$ cat src/rtl/context_sequencer_fsm.sv
`default_nettype none
// ============================================================================
//  Module      : context_sequencer_fsm
//  Description : Context-level sequencer driving the context switch controller,
//                counting swapped-out contexts and applying drain back-pressure.
//  Revision    : 1.0
// ============================================================================
module context_sequencer_fsm #(
    parameter int CTX_W    = 16,
    parameter int PEND_MAX = 2
) (
    input  logic             i_clk,
    input  logic             i_rstn,
    input  logic             i_start,
    input  logic [CTX_W-1:0] i_ncontexts,
    input  logic             i_abort,
    input  logic             i_flush,
    input  logic             i_cdone,
    input  logic             i_cswitch_done,
    input  logic             i_out_ready,
    output logic             o_clear,
    output logic             o_cswitch_en,
    output logic             o_cswitch_force,
    output logic             o_stall_req,
    output logic             o_ctx_swapped,
    output logic             o_busy,
    output logic             o_done,
    output logic [CTX_W-1:0] o_ctx_cnt,
    output logic             o_err
);

    localparam int                PEND_W     = $clog2(PEND_MAX + 1);
    localparam logic [PEND_W-1:0] C_PEND_MAX = PEND_W'(PEND_MAX);

    typedef enum logic [2:0] {
        S_IDLE   = 3'd0,
        S_CLEAR  = 3'd1,
        S_RUN    = 3'd2,
        S_SWITCH = 3'd3,
        S_FORCE  = 3'd4,
        S_DONE   = 3'd5,
        S_ABORT  = 3'd6
    } state_t;

    state_t            r_state;
    state_t            w_state_nxt;
    logic [CTX_W-1:0]  r_ncx;
    logic [CTX_W-1:0]  w_ncx_nxt;
    logic [CTX_W-1:0]  r_ctx_cnt;
    logic [CTX_W-1:0]  w_ctx_cnt_nxt;
    logic [PEND_W-1:0] r_pend;
    logic [PEND_W-1:0] w_pend_nxt;
    logic              r_flush_pend;
    logic              w_flush_pend_nxt;
    logic              r_err;
    logic              w_err_nxt;
    logic              r_force_first;
    logic              w_force_first_nxt;

    logic              w_active;
    logic              w_pend_inc;
    logic              w_pend_dec;
    logic              w_last;

    assign w_active   = (r_state == S_RUN) || (r_state == S_SWITCH) || (r_state == S_FORCE);
    assign w_pend_inc = i_cdone && w_active;
    // Only a cdone-initiated switch retires a pending context.
    assign w_pend_dec = (r_state == S_SWITCH) && i_cswitch_done && (r_pend != '0);
    assign w_last     = (({1'b0, r_ctx_cnt} + {{CTX_W{1'b0}}, 1'b1}) == {1'b0, r_ncx});

    assign o_busy      = (r_state != S_IDLE);
    assign o_ctx_cnt   = r_ctx_cnt;
    assign o_err       = r_err;
    assign o_stall_req = w_active &&
                         (((r_pend != '0) && !i_out_ready) || (r_pend == C_PEND_MAX));

    always_comb begin
        w_state_nxt       = r_state;
        w_ncx_nxt         = r_ncx;
        w_ctx_cnt_nxt     = r_ctx_cnt;
        w_pend_nxt        = r_pend;
        w_flush_pend_nxt  = r_flush_pend;
        w_err_nxt         = r_err;
        w_force_first_nxt = 1'b0;
        o_clear           = (r_state == S_CLEAR) || (r_state == S_ABORT);
        o_done            = (r_state == S_DONE);
        o_cswitch_en      = (r_state == S_SWITCH) || (r_state == S_FORCE);
        o_cswitch_force   = (r_state == S_FORCE) && r_force_first;
        o_ctx_swapped     = 1'b0;

        if (w_pend_inc && !w_pend_dec) begin
            if (r_pend == C_PEND_MAX) begin
                w_err_nxt = 1'b1;
            end else begin
                w_pend_nxt = r_pend + 1'b1;
            end
        end else if (w_pend_dec && !w_pend_inc) begin
            w_pend_nxt = r_pend - 1'b1;
        end

        case (r_state)
            S_IDLE: begin
                if (i_start) begin
                    w_state_nxt = (i_ncontexts != '0) ? S_CLEAR : S_DONE;
                end
            end
            S_CLEAR: begin
                w_ncx_nxt        = i_ncontexts;
                w_ctx_cnt_nxt    = '0;
                w_pend_nxt       = '0;
                w_flush_pend_nxt = 1'b0;
                w_err_nxt        = 1'b0;
                w_state_nxt      = S_RUN;
            end
            S_RUN: begin
                if (i_flush) begin
                    w_flush_pend_nxt = 1'b1;
                end
                if (((r_pend != '0) || i_cdone) && i_out_ready) begin
                    w_state_nxt = S_SWITCH;
                end else if ((r_flush_pend || i_flush) && (r_pend == '0) && i_out_ready) begin
                    w_state_nxt       = S_FORCE;
                    w_force_first_nxt = 1'b1;
                end
            end
            S_SWITCH, S_FORCE: begin
                if (i_cswitch_done) begin
                    o_ctx_swapped = 1'b1;
                    w_ctx_cnt_nxt = r_ctx_cnt + 1'b1;
                    if (r_state == S_FORCE) begin
                        w_flush_pend_nxt = 1'b0;
                    end
                    // Exit decisions look at pend after this cycle's update.
                    if (w_last) begin
                        w_state_nxt = S_DONE;
                        if (w_pend_nxt != '0) begin
                            w_err_nxt = 1'b1;
                        end
                    end else if ((w_pend_nxt != '0) && i_out_ready) begin
                        w_state_nxt = S_SWITCH;
                    end else begin
                        w_state_nxt = S_RUN;
                    end
                end
            end
            S_DONE:  w_state_nxt = S_IDLE;
            S_ABORT: w_state_nxt = S_IDLE;
            default: w_state_nxt = S_IDLE;
        endcase

        // Abort wins over every transition and freezes the bookkeeping for that cycle.
        if (i_abort && (r_state != S_IDLE)) begin
            w_state_nxt       = S_ABORT;
            w_ncx_nxt         = r_ncx;
            w_ctx_cnt_nxt     = r_ctx_cnt;
            w_pend_nxt        = r_pend;
            w_flush_pend_nxt  = r_flush_pend;
            w_err_nxt         = r_err;
            w_force_first_nxt = 1'b0;
            o_ctx_swapped     = 1'b0;
        end
    end

    always_ff @(posedge i_clk or negedge i_rstn) begin
        if (!i_rstn) begin
            r_state       <= S_IDLE;
            r_ncx         <= '0;
            r_ctx_cnt     <= '0;
            r_pend        <= '0;
            r_flush_pend  <= 1'b0;
            r_err         <= 1'b0;
            r_force_first <= 1'b0;
        end else begin
            r_state       <= w_state_nxt;
            r_ncx         <= w_ncx_nxt;
            r_ctx_cnt     <= w_ctx_cnt_nxt;
            r_pend        <= w_pend_nxt;
            r_flush_pend  <= w_flush_pend_nxt;
            r_err         <= w_err_nxt;
            r_force_first <= w_force_first_nxt;
        end
    end

endmodule
`default_nettype wire

$ cat config.mk
export PLATFORM = sky130hd
export DESIGN_NAME = context_sequencer_fsm
export DESIGN_NICKNAME = d
export VERILOG_FILES = /design/src/rtl/context_sequencer_fsm.sv
export SDC_FILE = /design/constraint.sdc
export NUM_CORES = 1
export LEC_CHECK = 0
export ABC_AREA = 1
export ABC_CLOCK_PERIOD_IN_PS = 2500
export CAP_MARGIN = 20
export CORE_ASPECT_RATIO = 2
export CORE_MARGIN = 5
export CORE_UTILIZATION = 50
export DETAILED_ROUTE_END_ITERATION = 12
export PLACE_DENSITY = 0.74
export SYNTH_ARGS = -nofsm -noshare
export SYNTH_HDL_FRONTEND = slang
export SYNTH_SLANG_ARGS = --single-unit
export TNS_END_PERCENT = 5
$ cat constraint.sdc
create_clock -name i_clk -period 2.5 [get_ports i_clk]
set_clock_uncertainty 0.15 [all_clocks]
set_input_delay 0.375 -clock i_clk [delete_from_list [all_inputs] [get_ports i_clk]]
set_output_delay 0.375 -clock i_clk [all_outputs]
set_load 0.1 [all_outputs]
==> run metrics <==
CP Capture Type output port; Clock power frac 10.3%; internal portion of total power 1890 µW; sequential share of power between 20% and 30%; normalized max-slew margin 39.1%; floorplan die height 116 µm; share of total power in combinational logic a little over three fifths; first-pass GRT wire length 14100 µm; largest area contributor in the netlist sky130_fd_sc_hd__dfrtp_1; number of CTS-inserted buffers 5; final design area excluding fillers between 3000 and 4000 µm²; required time of the critical path 1980 ps; TritonCTS clock tree yes; Placer Congestion 0.961; clock root buffer master sky130_fd_sc_hd__clkbuf_8; Yosys warnings 0; total core area 5420 µm²; path class of the lowest-slack min-delay path in -> async; total wire length after detailed routing 8550 µm; switching pwr between 2000 and 3000 µW; crit-path leading delay family simple AND/OR/NAND/NOR gates; First-pass DRT Iterations 5; Max Slew Vio Count 0; maximum fanout along the worst path 7; Levels on crit path 6; total of flip-flops plus latches after synthesis 40; Leakage around 0.0016 µW; minimum period implied by the final worst setup slack 2390 ps; # Max-Cap Violations 0; clock sink count 40; Synth Instances 428; Placement Rows 38; Post-Place Setup Slack 75.3 ps; antenna cells 0; setup repair after global routing missed its margin false; area of the mapped netlist 2780 µm²; Fin. Hold Viols 0; post-layout utilization of the core a little under two thirds; flip-flop and latch area between 1000 and 1500 µm²; wire length per cell 15.7 µm; actual transition at the worst max-transition pin 914 ps; result of the run completed; total power 4400 µW; mean post-synth cell area 6.50 µm²; Max stage delay on crit path 470 ps; area after detailed placement 3350 µm²; DRC marker count from the first detailed-route iteration 162; Detail Route Antenna Nets 0; most used cell, CP sky130_fd_sc_hd__nand2_1; sw frac 57.0%; sequential cell area fraction in the yosys report a little over a third; arrival time at the worst endpoint 1860 ps; post-layout worst setup margin 115 ps; Die Footprint 7250 µm²; post-synth top area share 36.0%; count of vias placed by the detailed router between 3000 and 4000; final-layout fill cell count 510; Post-route DRC 0; leftover overflow at the end of global routing 0; minimum hold slack about 48 ps; buffering stage count on the worst path with inverters included 1; initial standard-cell utilization of the core 51.3%; Setup CP Type reg -> out; clock edge transition at the registers on the reported setup and hold paths roughly 80 ps; Startpoint Class register; maximum level of the CTS H-tree 2; Top Ports 48; final period utilization a little over nine tenths; synth top area cells sky130_fd_sc_hd__dfrtp_1 (36%), sky130_fd_sc_hd__nand2_1 (18%), sky130_fd_sc_hd__nand3_1 (9.0%), sky130_fd_sc_hd__inv_1 (6.9%), sky130_fd_sc_hd__nor2_1 (5.3%); maximum number of pins on one net before global-route repair 41; f_max between 400 and 500 MHz; worst ir drop on vdd 1.06 mV; slowest cell on the critical path sky130_fd_sc_hd__dfrtp_1; area of the multi-input gates ~1600 µm²; via count of the first global-routing pass 2948; nets@finish around 510; Die X 62.8 µm; initial antenna violation count 0; number of nets in the synthesized netlist between 400 and 500; fraction of layout instances using a drive strength above 1 17.2%; insertion delay of the later-clocked pin in the worst-skew pair about 300 ps; clock tree buffer depth 2; number of vias per cell approximately 5.5; synth unique cells 24; Area growth syn-to-layout 24.4%; Pwr Density ~1300 nW/µm²; critical-path cell list nor2_1 > nand2_1 > nand2_4 > nand2_1 > nor2_4 > buf_12; I/O Buffers 47; HPWL Detailed 6850 µm; global-route usage over all layers between 20% and 30%; Worst Reg-to-Reg Cells 15; final setup violation count 0
## cell usage in the layout (no fill, tap or decap)
cell                                n
sky130_fd_sc_hd__inv_2             11
sky130_fd_sc_hd__o21ai_1            7
sky130_fd_sc_hd__buf_2              1
sky130_fd_sc_hd__nor3_2             3
sky130_fd_sc_hd__nand3_2            2
sky130_fd_sc_hd__dfrtp_2            2
sky130_fd_sc_hd__a21oi_1            8
sky130_fd_sc_hd__nor2_4             5
sky130_fd_sc_hd__dfrtp_1           38
sky130_fd_sc_hd__o21a_1             1
sky130_fd_sc_hd__nor4_1             4
sky130_fd_sc_hd__o21ai_0           27
sky130_fd_sc_hd__nor3_1             1
sky130_fd_sc_hd__ha_2               1
sky130_fd_sc_hd__o2111ai_1          1
sky130_fd_sc_hd__nor2_1            37
sky130_fd_sc_hd__nand2_2            9
sky130_fd_sc_hd__buf_12             5
sky130_fd_sc_hd__nand3_1           50
sky130_fd_sc_hd__ha_1               2
sky130_fd_sc_hd__clkdlybuf4s50_1   22
sky130_fd_sc_hd__a211oi_2           1
sky130_fd_sc_hd__clkinv_2           2
sky130_fd_sc_hd__o22ai_1           11
sky130_fd_sc_hd__nand4_1            9
sky130_fd_sc_hd__clkbuf_8           6
sky130_fd_sc_hd__nand2_4            1
sky130_fd_sc_hd__nand2_1          131
sky130_fd_sc_hd__inv_1             51
sky130_fd_sc_hd__nor2_2            10
sky130_fd_sc_hd__buf_4             24
## sequential cells by signal (all words and copies together) (netlist names)
signal         cells
o_ctx_cnt         16
r_ncx             16
r_state            3
r_pend             2
o_err              1
r_flush_pend       1
r_force_first      1
## per-stage QoR
| step | TNS (ps) | cells |
|---|---|---|
| floorplan | -5280 | 428 |
| global placement | 0 | 534 |
| detailed placement | 0 | 534 |
| CTS | 0 | 543 |
| global route | 0 | 543 |
| finish | 0 | 543 |
## cells by family after synthesis
group,Yosys count,synth area share [%]
buffers and inverters,67,9.08
and+or+nand+nor,262,42.7
adders and majority gates,3,1.35
AOI/OAI and AO/OA,56,10.9
DFF,40,36.0
## layout make-up
class	count	share of cell area, %
Multi-Input combinational cell	321	44.8
Sequential cell	40	29.0
Timing Repair Buffer	52	14.6
Inverter	62	6.72
Clock buffer	6	2.39
Tap cell	60	2.17
Clock inverter	2	0.289
## Yosys cell counts, drive strengths merged
cell / count
clkbuf: 4
nand3: 52
nor4: 4
buf: 1
o2111ai: 1
nand2: 141
inv: 62
o22ai: 11
nor3: 4
dfrtp: 40
ha: 3
a21oi: 8
nand4: 9
nor2: 52
a211oi: 1
o21a: 1
o21ai: 34
## routing by layer
layer  part of all wire, %  vias up  track usage [%]
li1                      -     1502                -
met2                    54      102             48.0
met5                     0        -                0
met4                   6.9        0             18.0
met3                   5.1       35             4.66
met1                    33     1373             23.2
## timing repair
action | in CTS | in global routing
hold buffers | 0 | 0
resized for setup | 0 | 5
setup endpoints to repair | 1 | 4
setup buffers | 1 | 0
pin swaps | 1 | 0
## final timing paths
| check | start | end | slack (ps) |
|---|---|---|---|
| hold / removal | i_rstn | o_ctx_cnt[1] | 50 |
| hold reg to reg | r_flush_pend | r_flush_pend | 350 |
| min in group i_clk | r_flush_pend | r_flush_pend | 350 |
| max in group asynchronous | i_rstn | o_ctx_cnt[0] | 1530 |
| setup reg to reg | o_ctx_cnt[1] | r_state[0] | 160 |
| setup / recovery | r_state[1] | o_ctx_swapped | 110 |
## power groups by stage
stage	clock network [µW]	logic [µW]	registers (µW)
floorplan	0	1480	1680
global placement	0	2710	1170
detailed placement	0	2740	1180
CTS	472	2760	1170
global route	503	3000	1210
finish	453	2770	1180
Power figures use the tool's default switching activity.
==> variant (config.mk and constraints unchanged) <==
`CTX_W`: 16 -> 12.
--- a/src/rtl/context_sequencer_fsm.sv
+++ b/src/rtl/context_sequencer_fsm.sv
@@ -6,7 +6,7 @@
 //  Revision    : 1.0
 // ============================================================================
 module context_sequencer_fsm #(
-    parameter int CTX_W    = 16,
+    parameter int CTX_W    = 12,
     parameter int PEND_MAX = 2
 ) (
     input  logic             i_clk,
Ports: changed (resized i_ncontexts and o_ctx_cnt); port bits go from 48 to 40. No check against the original RTL was run, so the function may have changed too.
==> variant against the original RTL <==
  * Synthesized area fell by 25%
  * First-iteration DRC count shrank 60%
  * Cell count down 24%
  * Sequential cell count is 8 lower
  * Cell area decreased by 23%
  * Setup slack lost 0.0018 ns
  * Combinational power fell by 6%
  * Via count decreased by 28%
  * Routed wire length down 34%
  * Clock power decreased by 17%
  * Non-clock buffer count fell by 9
  * Total power down 10%
  * Critical path type unchanged
  * Critical endpoint unchanged
==> variant: results (changes against the original RTL) <==
| Metric | Value |
|---|---|
| Post-synthesis mux area share | `0.481% (+0.48 points)` |
| Peak supply drop | `997 uV (-6.3%)` |
| M1 WL | `2.02 mm (-29%)` |
| Layout cell share with drive strength beyond 1 | `13.9% (-3.3 points)` |
| Placed cell area | `2570 sq um (-23%)` |
| TritonCTS Buffers | `5 (unchanged)` |
| Nets@finish | `382 (-25%)` |
| Seq cells | `32 (-20%)` |
| Buffers, non-clock | `43 (-17%)` |
| FILL cells | `374 (-27%)` |
| I/O Buffers | `39 (-17%)` |
| Comb_multi_in | `224 (-30%)` |
| Clk_lat worst skew | `0.27 ns (-0.03 ns)` |
| Worst slew pin tran | `0.430 ns (-0.484 ns)` |
| Adder-cell share of the synthesized area | `1.80% (+0.45 points)` |
| Sequential share of the synthesized area | `38.5% (+2.5 points)` |
| GR Layer Usage met2 | `41.8% (-6.2 points)` |
| Placer congestion estimate | `0.865 (-10%)` |
| Top Layer Used | `met4` |
| Fmax achieved | `419 MHz (about the same)` |
| HP Class | `input port to async pin` |
| Synth Area in Compound Gates | `11.8% (+0.96 points)` |
| DP HPWL | `4.55 mm (-34%)` |
| Non-Clock Buffer Area Fraction | `16.3% (+1.7 points)` |
| GRT Resource Usage Total | `20.9% (-4.2 points)` |
| Commonest cells in the netlist | `96 x nand2_1, 48 x inv_1, 32 x dfrtp_1, 32 x nand3_1, 27 x nor2_1` |
| Antenna cell count | `0 (unchanged)` |
| Mean post-synth cell area | `6.69 sq um (+3.0%)` |
| Vias per cell | `5.24 (-5.5%)` |
| Initial DRC count | `65 (-60%)` |
| First-pass GRT wire length | `9.34 mm (-34%)` |
| Non-clk invs | `53 (-15%)` |
| Rows | `33 (-13%)` |
| First-pass DRT Iterations | `4 (-1)` |
| WL/cell | `13.7 um (-13%)` |
| Vias in the first global route | `2,174 (-26%)` |
| Setup WS pre-CTS | `0.187 ns (+0.111 ns)` |
| Pleak | `1.32 nW (-19%)` |
| Placed insts | `403 (-25%)` |
| Clk tree area frac | `2.91% (+0.24 points)` |
| Seq area share | `30.1% (+1.1 points)` |
| Distinct cells, synth | `27 (+13%)` |
| Hold slack | `0.351 ns (+0.303 ns)` |
| M1 GR Usage | `19.2% (-4.0 points)` |
| Met3 usage | `3.83% (-0.83 points)` |
| Largest net degree at the start of global routing | `33 (-20%)` |
| Storage element area | `801 sq um (-20%)` |
| Non-filler cells, final | `411 (-24%)` |
| Area of the multi-input gates | `1090 sq um (-30%)` |
| R2R Setup Slk | `0.26 ns (+0.10 ns)` |
| Status | `finished clean` |
| Ranking of synthesized cells by area | `dfrtp_1 38%, nand2_1 17%, inv_1 8.7%` |
| Post-synthesis net count | `334 (-27%)` |
| Metal2 WL | `3.12 mm (-33%)` |
| Routed wl met3 | `197 um (-55%)` |
-- variant: cell count changes in the layout (fill, tap and decap cells not counted), sizes merged, moves of 3 or more --
cell,unedited run,this run
nor2,52,33
inv,62,53
nand4,9,4
buf,30,24
nand2,141,100
a21oi,8,5
o21ai,34,25
o22ai,11,8
clkdlybuf4s50,22,19
nand3,52,32
dfrtp,40,32
-- variant: power by group --
| group | total (mW) | switching [mW] | internal, mW |
|---|---|---|---|
| sequential | 0.982 | 0.232 | 0.750 |
| combinational | 2.59 | 1.88 | 0.707 |
| clock | 0.376 | 0.187 | 0.189 |
| total | 3.95 | 2.30 | 1.65 |
-- variant: worst paths after layout --
path                         startpoint  depth (start not counted)       endpoint
hold reg to reg            r_flush_pend                          2   r_flush_pend
setup / recovery             r_state[1]                          6  o_ctx_swapped
setup reg to reg             r_state[1]                          9   o_ctx_cnt[2]
max in group asynchronous        i_rstn                          2       r_ncx[8]
hold / removal                   i_rstn                          2   o_ctx_cnt[2]
min in group i_clk         r_flush_pend                          2   r_flush_pend
